===== config.mk =====
export PLATFORM = sky130hd
export DESIGN_NAME = muldiv_ctrl
export DESIGN_NICKNAME = d
export VERILOG_FILES = /design/src/rtl/muldiv_pkg.sv /design/src/rtl/muldiv_iter.sv /design/src/rtl/muldiv_ctrl.sv
export SDC_FILE = /design/constraint.sdc
export NUM_CORES = 1
export LEC_CHECK = 0
export CORE_MARGIN = 4
export CORE_UTILIZATION = 50
export CTS_CLUSTER_SIZE = 10
export DETAILED_ROUTE_END_ITERATION = 7
export PLACE_DENSITY = 0.74
export SLEW_MARGIN = 20
export SYNTH_ARGS = -nofsm -noshare
export SYNTH_HDL_FRONTEND = slang
export SYNTH_SLANG_ARGS = --single-unit

===== constraint.sdc =====
create_clock -name clk -period 9.95 [get_ports clk]
set_clock_uncertainty 0.15 [all_clocks]
set_input_delay 1.99 -clock clk [delete_from_list [all_inputs] [get_ports clk]]
set_output_delay 1.99 -clock clk [all_outputs]
set_load 0.005 [all_outputs]

===== src/rtl/muldiv_pkg.sv =====
`default_nettype none
// ============================================================================
// Module      : muldiv_pkg
// Description : Shared definitions for the MIPS HI/LO multiply/divide
//               sequencer: opcode/func encodings, FSM states, datapath
//               step mode and a helper that takes operand magnitudes.
// Revision    : 1.0 - initial release
// ============================================================================
package muldiv_pkg;

    localparam logic [5:0] OP_SPECIAL = 6'b000000;

    localparam logic [5:0] FUNC_MFHI  = 6'b010000;
    localparam logic [5:0] FUNC_MTHI  = 6'b010001;
    localparam logic [5:0] FUNC_MFLO  = 6'b010010;
    localparam logic [5:0] FUNC_MTLO  = 6'b010011;
    localparam logic [5:0] FUNC_MULT  = 6'b011000;
    localparam logic [5:0] FUNC_MULTU = 6'b011001;
    localparam logic [5:0] FUNC_DIV   = 6'b011010;
    localparam logic [5:0] FUNC_DIVU  = 6'b011011;

    localparam logic [4:0] ITER_LAST  = 5'd31;

    typedef enum logic [1:0] {
        IDLE = 2'd0,
        CALC = 2'd1,
        FIX  = 2'd2
    } state_e;

    typedef enum logic {
        MODE_MUL = 1'b0,
        MODE_DIV = 1'b1
    } mode_e;

    // Magnitude of a 32-bit operand; 8000_0000 maps onto itself, which is
    // the correct unsigned magnitude 2^31.
    function automatic logic [31:0] mag32(input logic [31:0] v, input logic is_signed);
        return (is_signed && v[31]) ? (32'd0 - v) : v;
    endfunction

endpackage
`default_nettype wire


===== src/rtl/muldiv_iter.sv =====
`default_nettype none
// ============================================================================
// Module      : muldiv_iter
// Description : One-bit-per-cycle multiply/divide datapath. Holds the 64-bit
//               accumulator and the 32-bit multiplicand/divisor register.
//               MODE_MUL: shift-add, accumulator starts as {0, multiplier}.
//               MODE_DIV: restoring divide, accumulator starts as
//                         {0, dividend}; ends as {remainder, quotient}.
// Ports       : clk, rst      - clock, synchronous active-high reset
//               load_i        - load acc_lo_i / opnd_i (acc upper half := 0)
//               step_i        - perform one iteration in mode_i
//               mode_i        - MODE_MUL or MODE_DIV
//               acc_lo_i      - multiplier or dividend magnitude
//               opnd_i        - multiplicand or divisor magnitude
//               acc_o         - current accumulator
// Revision    : 1.0 - initial release
// ============================================================================
module muldiv_iter
    import muldiv_pkg::*;
(
    input  logic        clk,
    input  logic        rst,
    input  logic        load_i,
    input  logic        step_i,
    input  mode_e       mode_i,
    input  logic [31:0] acc_lo_i,
    input  logic [31:0] opnd_i,
    output logic [63:0] acc_o
);

    logic [63:0] acc_q, acc_d;
    logic [31:0] opnd_q, opnd_d;

    logic [32:0] w_sum;
    logic [32:0] w_pr;
    logic        w_ge;
    logic [31:0] w_sub;

    always_comb begin
        // Multiply: carry out of the upper-half add shifts back in at bit 63.
        w_sum  = {1'b0, acc_q[63:32]} + {1'b0, opnd_q};
        // Divide: 33-bit partial remainder = remainder shifted left with the
        // next dividend bit. When it is >= divisor the true difference is
        // below 2^32, so a 32-bit subtract is exact.
        w_pr   = {acc_q[63:32], acc_q[31]};
        w_ge   = (w_pr >= {1'b0, opnd_q});
        w_sub  = w_pr[31:0] - opnd_q;

        acc_d  = acc_q;
        opnd_d = opnd_q;
        if (load_i) begin
            acc_d  = {32'd0, acc_lo_i};
            opnd_d = opnd_i;
        end else if (step_i) begin
            if (mode_i == MODE_MUL) begin
                acc_d = acc_q[0] ? {w_sum, acc_q[31:1]} : {1'b0, acc_q[63:1]};
            end else begin
                acc_d = w_ge ? {w_sub, acc_q[30:0], 1'b1}
                             : {w_pr[31:0], acc_q[30:0], 1'b0};
            end
        end
    end

    always_ff @(posedge clk) begin
        if (rst) begin
            acc_q  <= '0;
            opnd_q <= '0;
        end else begin
            acc_q  <= acc_d;
            opnd_q <= opnd_d;
        end
    end

    assign acc_o = acc_q;

endmodule
`default_nettype wire


===== src/rtl/muldiv_ctrl.sv =====
`default_nettype none
// ============================================================================
// Module      : muldiv_ctrl
// Description : Sequencer for the MIPS HI/LO multiply/divide resource.
//               Decodes MULT/MULTU/DIV/DIVU/MFHI/MFLO/MTHI/MTLO, runs a
//               32-iteration multiply or divide, applies sign fixup, owns
//               HI/LO and stalls HI/LO instructions while busy.
// Ports       : clk, rst      - clock, synchronous active-high reset
//               IR            - issue-stage instruction word
//               in_valid      - IR / rs_data / rt_data valid
//               rs_data       - dividend / multiplicand / MTxx source
//               rt_data       - divisor / multiplier
//               stall         - hold issue stage (combinational)
//               busy          - operation in flight (registered)
//               result        - HI or LO for an accepted MFHI/MFLO, else 0
//               result_valid  - MFHI/MFLO accepted this cycle
//               hi, lo        - architectural HI/LO registers
// Revision    : 1.0 - initial release
// ============================================================================
module muldiv_ctrl
    import muldiv_pkg::*;
(
    input  logic        clk,
    input  logic        rst,
    input  logic [31:0] IR,
    input  logic        in_valid,
    input  logic [31:0] rs_data,
    input  logic [31:0] rt_data,
    output logic        stall,
    output logic        busy,
    output logic [31:0] result,
    output logic        result_valid,
    output logic [31:0] hi,
    output logic [31:0] lo
);

    state_e      state_q, state_d;
    logic [4:0]  cnt_q, cnt_d;
    logic        busy_q, busy_d;
    logic [31:0] hi_q, hi_d;
    logic [31:0] lo_q, lo_d;
    mode_e       mode_q, mode_d;
    logic        neg_q, neg_d;        // quotient/product needs negation
    logic        remneg_q, remneg_d;  // remainder takes negative dividend sign
    logic        div0_q, div0_d;
    logic [31:0] rs_q, rs_d;          // dividend as issued, for divide by zero

    // ---------------- decode ----------------
    logic [5:0]  w_func;
    logic        w_special;
    logic        w_mfhi, w_mthi, w_mflo, w_mtlo;
    logic        w_mult, w_multu, w_div, w_divu;
    logic        w_is_md, w_is_signed, w_is_div, w_is_hilo;
    logic        w_idle, w_accept;
    logic        w_unused_ir;

    assign w_func      = IR[5:0];
    assign w_special   = (IR[31:26] == OP_SPECIAL);
    assign w_unused_ir = ^IR[25:6];

    assign w_mfhi  = w_special && (w_func == FUNC_MFHI);
    assign w_mthi  = w_special && (w_func == FUNC_MTHI);
    assign w_mflo  = w_special && (w_func == FUNC_MFLO);
    assign w_mtlo  = w_special && (w_func == FUNC_MTLO);
    assign w_mult  = w_special && (w_func == FUNC_MULT);
    assign w_multu = w_special && (w_func == FUNC_MULTU);
    assign w_div   = w_special && (w_func == FUNC_DIV);
    assign w_divu  = w_special && (w_func == FUNC_DIVU);

    assign w_is_md     = w_mult | w_multu | w_div | w_divu;
    assign w_is_signed = w_mult | w_div;
    assign w_is_div    = w_div | w_divu;
    assign w_is_hilo   = w_mfhi | w_mthi | w_mflo | w_mtlo | w_is_md;

    assign w_idle   = (state_q == IDLE);
    assign w_accept = in_valid & w_is_hilo & w_idle;

    assign stall        = in_valid & w_is_hilo & ~w_idle;
    assign result_valid = w_accept & (w_mfhi | w_mflo);
    assign result       = !result_valid ? 32'd0 : (w_mfhi ? hi_q : lo_q);

    // ---------------- datapath ----------------
    logic [31:0] w_rs_mag, w_rt_mag;
    logic [63:0] w_acc;
    logic [63:0] w_prod;
    logic [31:0] w_quot, w_rem;

    assign w_rs_mag = mag32(rs_data, w_is_signed);
    assign w_rt_mag = mag32(rt_data, w_is_signed);

    muldiv_iter u_iter (
        .clk      (clk),
        .rst      (rst),
        .load_i   (w_accept & w_is_md),
        .step_i   (state_q == CALC),
        .mode_i   (mode_q),
        .acc_lo_i (w_is_div ? w_rs_mag : w_rt_mag),
        .opnd_i   (w_is_div ? w_rt_mag : w_rs_mag),
        .acc_o    (w_acc)
    );

    assign w_prod = neg_q    ? (64'd0 - w_acc)        : w_acc;
    assign w_quot = neg_q    ? (32'd0 - w_acc[31:0])  : w_acc[31:0];
    assign w_rem  = remneg_q ? (32'd0 - w_acc[63:32]) : w_acc[63:32];

    // ---------------- FSM / register next-state ----------------
    always_comb begin
        state_d  = state_q;
        cnt_d    = cnt_q;
        hi_d     = hi_q;
        lo_d     = lo_q;
        mode_d   = mode_q;
        neg_d    = neg_q;
        remneg_d = remneg_q;
        div0_d   = div0_q;
        rs_d     = rs_q;

        case (state_q)
            IDLE: begin
                if (w_accept) begin
                    if (w_mthi) hi_d = rs_data;
                    if (w_mtlo) lo_d = rs_data;
                    if (w_is_md) begin
                        state_d  = CALC;
                        cnt_d    = '0;
                        mode_d   = w_is_div ? MODE_DIV : MODE_MUL;
                        neg_d    = w_is_signed & (rs_data[31] ^ rt_data[31]);
                        remneg_d = w_div & rs_data[31];
                        div0_d   = w_is_div & (rt_data == 32'd0);
                        rs_d     = rs_data;
                    end
                end
            end
            CALC: begin
                if (cnt_q == ITER_LAST) begin
                    state_d = FIX;
                end else begin
                    cnt_d = cnt_q + 5'd1;
                end
            end
            FIX: begin
                state_d = IDLE;
                cnt_d   = '0;
                if (mode_q == MODE_MUL) begin
                    hi_d = w_prod[63:32];
                    lo_d = w_prod[31:0];
                end else if (div0_q) begin
                    hi_d = rs_q;
                    lo_d = 32'hFFFF_FFFF;
                end else begin
                    hi_d = w_rem;
                    lo_d = w_quot;
                end
            end
            default: state_d = IDLE;
        endcase

        busy_d = (state_d != IDLE);
    end

    always_ff @(posedge clk) begin
        if (rst) begin
            state_q  <= IDLE;
            cnt_q    <= '0;
            busy_q   <= 1'b0;
            hi_q     <= '0;
            lo_q     <= '0;
            mode_q   <= MODE_MUL;
            neg_q    <= 1'b0;
            remneg_q <= 1'b0;
            div0_q   <= 1'b0;
            rs_q     <= '0;
        end else begin
            state_q  <= state_d;
            cnt_q    <= cnt_d;
            busy_q   <= busy_d;
            hi_q     <= hi_d;
            lo_q     <= lo_d;
            mode_q   <= mode_d;
            neg_q    <= neg_d;
            remneg_q <= remneg_d;
            div0_q   <= div0_d;
            rs_q     <= rs_d;
        end
    end

    assign busy = busy_q;
    assign hi   = hi_q;
    assign lo   = lo_q;

endmodule
`default_nettype wire


==> impl_metrics.json, run 1 <==
{
  "whs_path_depth": 2,
  "initial_core_util": 0.510,
  "outcome": "complete, no violations",
  "worstPathRequired_ps": 7810,
  "vias_per_cell": 6.63,
  "clock.fmax_ghz": 0.140,
  "fin_setup_tns_ps": 0,
  "first_global_vias": 17900,
  "clk_latency_ps": 560,
  "ys.flop_type": "dfxtp_1",
  "area_growth_pct": 14.8,
  "nNetsFinal": 2636,
  "cts-resized-gates": 0,
  "critPathKind": "input port to output pin",
  "cts_tree": "yes",
  "synth.avg_cell_area_um2": 7.05,
  "top_layer_used": "met5",
  "post-route-period-util": 0.717,
  "die_y_um": 194,
  "drtAntennaViolNets": 0,
  "grt_usage": 0.345,
  "slew_headroom": 0.257,
  "drive_gt1_frac": 0.0444,
  "finalSetupViolCount": 0,
  "drc": 0,
  "cts-htree-levels": 1,
  "synthTopCellsByArea": "dfxtp_1, nand2_1, a21oi_1, ha_1, o21ai_0",
  "p_per_area_nw_per_um2": 93.4,
  "met3WireLength_mm": 7.20,
  "final_area_um2": 19800,
  "wl_met1_mm": 27.7,
  "dp_cells": 2885,
  "grt_max_degree": 79,
  "port_buffers": 177,
  "fin_cells": 2926,
  "synth_edf_count": 0,
  "vias": 19400,
  "rows": 67,
  "cp_max_fo": 18,
  "cts.reportedPaths.clkPinSlew_ps": 50,
  "yosysWarningCount": 0,
  "routedWlPerCell_um": 23.6,
  "die_area_um2": 37500,
  "seq_area_frac_synth": 0.237,
  "period_needed_ps": 7140,
  "place.gp.congestion": 0.986,
  "drt_iter0_markers": 2488,
  "dpl-instance-area_um2": 19000,
  "worstMarginPinSlew_ps": 1110,
  "post-route-util": 0.585,
  "io_pins": 198,
  "die_w_um": 194,
  "hpwl_mm": 50.7,
  "yosysTopAreaCell": "dfxtp_1",
  "drv_cap": 0,
  "syn_inst": 2443,
  "cp-start-kind": "input port",
  "synth.cell_area_um2": 17200,
  "p_leak_nw": 6.98,
  "grt_overflow": 0,
  "clock_path_buffers": 3,
  "hold_violations": 0,
  "grt_pass1_wl_mm": 105,
  "finalPower_mw": 1.85,
  "end_kind": "output pin",
  "reg2reg_depth": 12,
  "drt-total-wl_mm": 69.0,
  "dr.pass1.iters": 6,
  "core_um2": 33800,
  "irDropWorstVdd_mv": 0.122,
  "synthTopCellsByCount": "nand2_1, a21oi_1, dfxtp_1",
  "drv_slew": 0,
  "async_flop_share": 0,
  "syn_nets": 2614,
  "cp.arrival_ps": 5000,
  "rsz0062_at_grt": "false",
  "cts-root-buf": "clkbuf_16",
  "ys_seq_elements": 204,
  "hp-class": "register to register",
  "ctsHoldBuffers": 0,
  "antenna_found_initial": 3,
  "met2WireLength_mm": 30.8,
  "synth.top_cell.area_share": 0.237,
  "worst_slack_ps": 2810,
  "dpl_worst_slack_ps": 2800,
  "synth_cell_types": 72,
  "timing.hold.ws_ps": 304,
  "synth_most_common_cell": "nand2_1",
  "cts_num_sinks": 204,
  "cts-buffers-inserted": 26,
  "post-cts-setup-buffer-count": 0
}
## kinds of logic after synthesis
group / count (synthesis) / synth area share
muxes: 67 / 0.0398
xor gates and xnor gates: 173 / 0.0880
buffers and inverters: 269 / 0.0604
and+or+nand+nor: 854 / 0.227
AOI/OAI and AO/OA: 804 / 0.294
adders and majority gates: 72 / 0.0532
DFF: 204 / 0.237
## power breakdown
| part | switching [mW] | internal, mW | leakage (nW) |
|---|---|---|---|
| clock | 0.378 | 0.526 | 0.379 |
| combinational | 0.0786 | 0.0456 | 4.95 |
| sequential | 0.000527 | 0.817 | 1.64 |
## final cells by class
cell class	instances	area, um2
tap	448	561
sequential	204	4090
clock buffer	33	677
timing repair buffer	205	1990
clock inverter	7	96.3
inverter	58	218
multi-input combinational	1970	12100
fill	3216	14000
antenna	1	2.50
## per-layer routing
| metal | vias to the layer above | GRT usage |
|---|---|---|
| met5 | - | 0 |
| met4 | 2 | 0.135 |
| met3 | 200 | 0.0522 |
| met1 | 9152 | 0.468 |
| li1 | 8889 | - |
| met2 | 1167 | 0.554 |
## path summary, 6_finish.rpt
kind / slack (ps) / from / end
worst max register to register: 5160 / u_iter.acc_o[37] / u_iter.acc_o[55]
worst min-delay path: 300 / rs_q[29] / rs_q[29]
worst max-delay path: 2810 / IR[28] / result[28]
worst min register to register: 300 / rs_q[29] / rs_q[29]
## layout by cell type (no fill, tap or decap), types with 11 or more instances in the layout
cell type,netlist,routed
nand4_1,11,11
ha_1,70,70
mux2_2,11,11
a211oi_1,63,63
buf_4,0,28
inv_1,56,56
nand2b_1,13,12
xor2_1,81,81
nor4_1,23,23
and3_1,14,13
a31oi_1,39,39
a21oi_1,272,272
nor2b_1,21,19
nor2_1,174,173
o41ai_1,16,16
o211ai_1,34,34
mux2i_1,56,56
a221oi_1,21,21
clkdlybuf4s50_1,0,176
a21o_1,24,24
xnor2_1,92,92
nand2_1,393,392
dfxtp_1,204,202
a311oi_1,12,12
nand3_1,54,53
clkbuf_16,0,26
o221ai_1,35,35
o31ai_1,29,29
or3_1,31,31
o21ai_0,168,168
o21a_1,14,14
nor3_1,44,44
or4_1,22,22
## critical path: stages
cell and delay (ps):
clkdlybuf4s50_1 400, nor4_1 320, and4b_1 440, and3b_1 250, nand3b_1 510, buf_8 380, a21oi_1 140, clkdlybuf4s50_1 550
## registers in the layout (all words and copies together) (netlist names), 2 cells and up
register       flops
rs_q              32
u_iter.acc_o      64
lo                32
hi                32
state_q            2
cnt_q              5
u_iter.opnd_q     32
(Power assumes the default switching activity.)
==> run 2, diff against run 1 <==
clock period = 6.72 ns   (was 9.95 ns; I/O delays follow)
==> run 2 against run 1 <==
Effect of this change:
- first-iteration DRC count is 9.1% lower
- critical endpoint is now result[20]
- clock power is 48% higher
- cell count is 0.10% higher
- critical path depth is 1 lower
- sequential cell count stayed put
- worst setup slack worse by 1700 ps
- via count rose by 0.38%
- sequential power is 48% higher
- clock-buffer cell count unchanged
==> impl_metrics.json, run 2 (same netlist as run 1, synthesis figures left out) <==
{
  "antenna_found_initial": 2,
  "post-route-util": 0.586,
  "grt_pass1_wl_mm": 106,
  "largest_reg_flops": 64,
  "drc": 0,
  "drt-total-wl_mm": 70.0,
  "slew_headroom": 0.217,
  "vias_per_cell": 6.65,
  "p_leak_nw": 7.01,
  "cp.arrival_ps": 4060,
  "cp-start-kind": "input port",
  "core_um2": 33800,
  "cp_max_fo": 32,
  "area_growth_pct": 15.0,
  "initial_core_util": 0.510,
  "irDropWorstVdd_mv": 0.173,
  "grt_overflow": 0,
  "period_needed_ps": 5560,
  "dpl_worst_slack_ps": 1240,
  "outcome": "complete, no violations",
  "port_buffers": 177,
  "drv_cap": 0,
  "vias": 19500,
  "p_per_area_nw_per_um2": 138,
  "cts.reportedPaths.clkPinSlew_ps": 50,
  "fillers": 3168,
  "clock_path_buffers": 3,
  "rows": 67,
  "cts-resized-gates": 0,
  "cts-htree-levels": 1,
  "worstMarginPinSlew_ps": 1160,
  "die_w_um": 194,
  "hp-class": "register to register",
  "hold_violations": 0,
  "cts-buffers-inserted": 26,
  "clk_latency_ps": 540,
  "worstPathRequired_ps": 5230,
  "antenna_cells": 0,
  "cts-root-buf": "clkbuf_16",
  "die_y_um": 194,
  "layout_common_cells": "nand2_1, a21oi_1, dfxtp_1, clkdlybuf4s50_1, nor2_1",
  "dr.pass1.iters": 5,
  "finalSetupViolCount": 0,
  "final_common_cell": "nand2_1",
  "post-cts-setup-buffer-count": 0,
  "critPathKind": "input port to output pin",
  "cts_tree": "yes",
  "ctsHoldBuffers": 0,
  "drt_iter0_markers": 2261,
  "place.gp.congestion": 0.995,
  "drive_gt1_frac": 0.0472,
  "rsz0062_at_grt": "false",
  "cts_num_sinks": 204,
  "clock.fmax_ghz": 0.180,
  "first_global_vias": 17900,
  "drv_slew": 0,
  "hpwl_mm": 51.4,
  "nNetsFinal": 2642,
  "grt_max_degree": 79,
  "regArea_um2": 4090,
  "grt_usage": 0.348,
  "multi_input_area_um2": 12100,
  "drtAntennaViolNets": 0,
  "fin_setup_tns_ps": 0,
  "die_area_um2": 37500,
  "end_kind": "output pin",
  "post-route-period-util": 0.827,
  "worst_slack_ps": 1160,
  "io_pins": 198,
  "routedWlPerCell_um": 23.9
}
[run 2: cell count changes in the layout (fill, tap and decap cells not counted)]
cell	change
and2_1	+1
and2_2	-1
buf_4	+7
buf_8	-1
bufinv_16	-1
clkbuf_1	-4
clkbuf_16	+1
clkbuf_8	+3
clkinv_2	-1
clkinv_8	-1
clkinvlp_4	+1
diode_2	-1
[run 2: area by class of cell]
type | instances | area share
well taps | 448 | 0.0283
inverters | 58 | 0.0110
clock buffers | 33 | 0.0368
multi-input cells | 1970 | 0.612
repair buffers | 211 | 0.102
flip-flops and latches | 204 | 0.207
clock inverters | 5 | 0.00265
[run 2: path summary, 6_finish.rpt]
kind                            to  slack (ps)  depth (start not counted)             start
setup / recovery        result[20]        1160                          7            IR[28]
hold / removal            rs_q[21]         310                          2          rs_q[21]
setup reg to reg  u_iter.acc_o[61]        2060                         12  u_iter.acc_o[32]
hold reg to reg           rs_q[21]         310                          2          rs_q[21]
[run 2: layer usage]
layer	vias up	GRT usage	wire [um]
li1	8909	-	-
met4	0	0.137	3440
met5	-	0	0
met3	227	0.0656	7100
met2	1086	0.566	31600
met1	9261	0.458	27900
[run 2: critical path: stages]
cell and delay [ps]:
clkdlybuf4s50_1 390, nor4_1 240, and4b_1 460, nand2_1 720, nand2_1 310, a21oi_1 100
clkdlybuf4s50_1 480
[run 2: power breakdown]
| group | leakage, nW | switching [mW] | internal [mW] |
|---|---|---|---|
| registers | 1.64 | 0.000803 | 1.21 |
| clock network | 0.384 | 0.550 | 0.787 |
| logic | 4.98 | 0.117 | 0.0672 |
| total | 7.01 | 0.668 | 2.06 |
[run 2: stage by stage]
step	hold slack [ps]	std cells	instance area, um2	total power [mW]
after floorplan	283	2443	17200	1.31
after global placement	291	2891	19000	1.41
after detailed placement	296	2891	19000	1.41
after CTS	304	2929	19800	2.73
after global routing	319	2929	19800	2.79
final	306	2929	19800	2.73
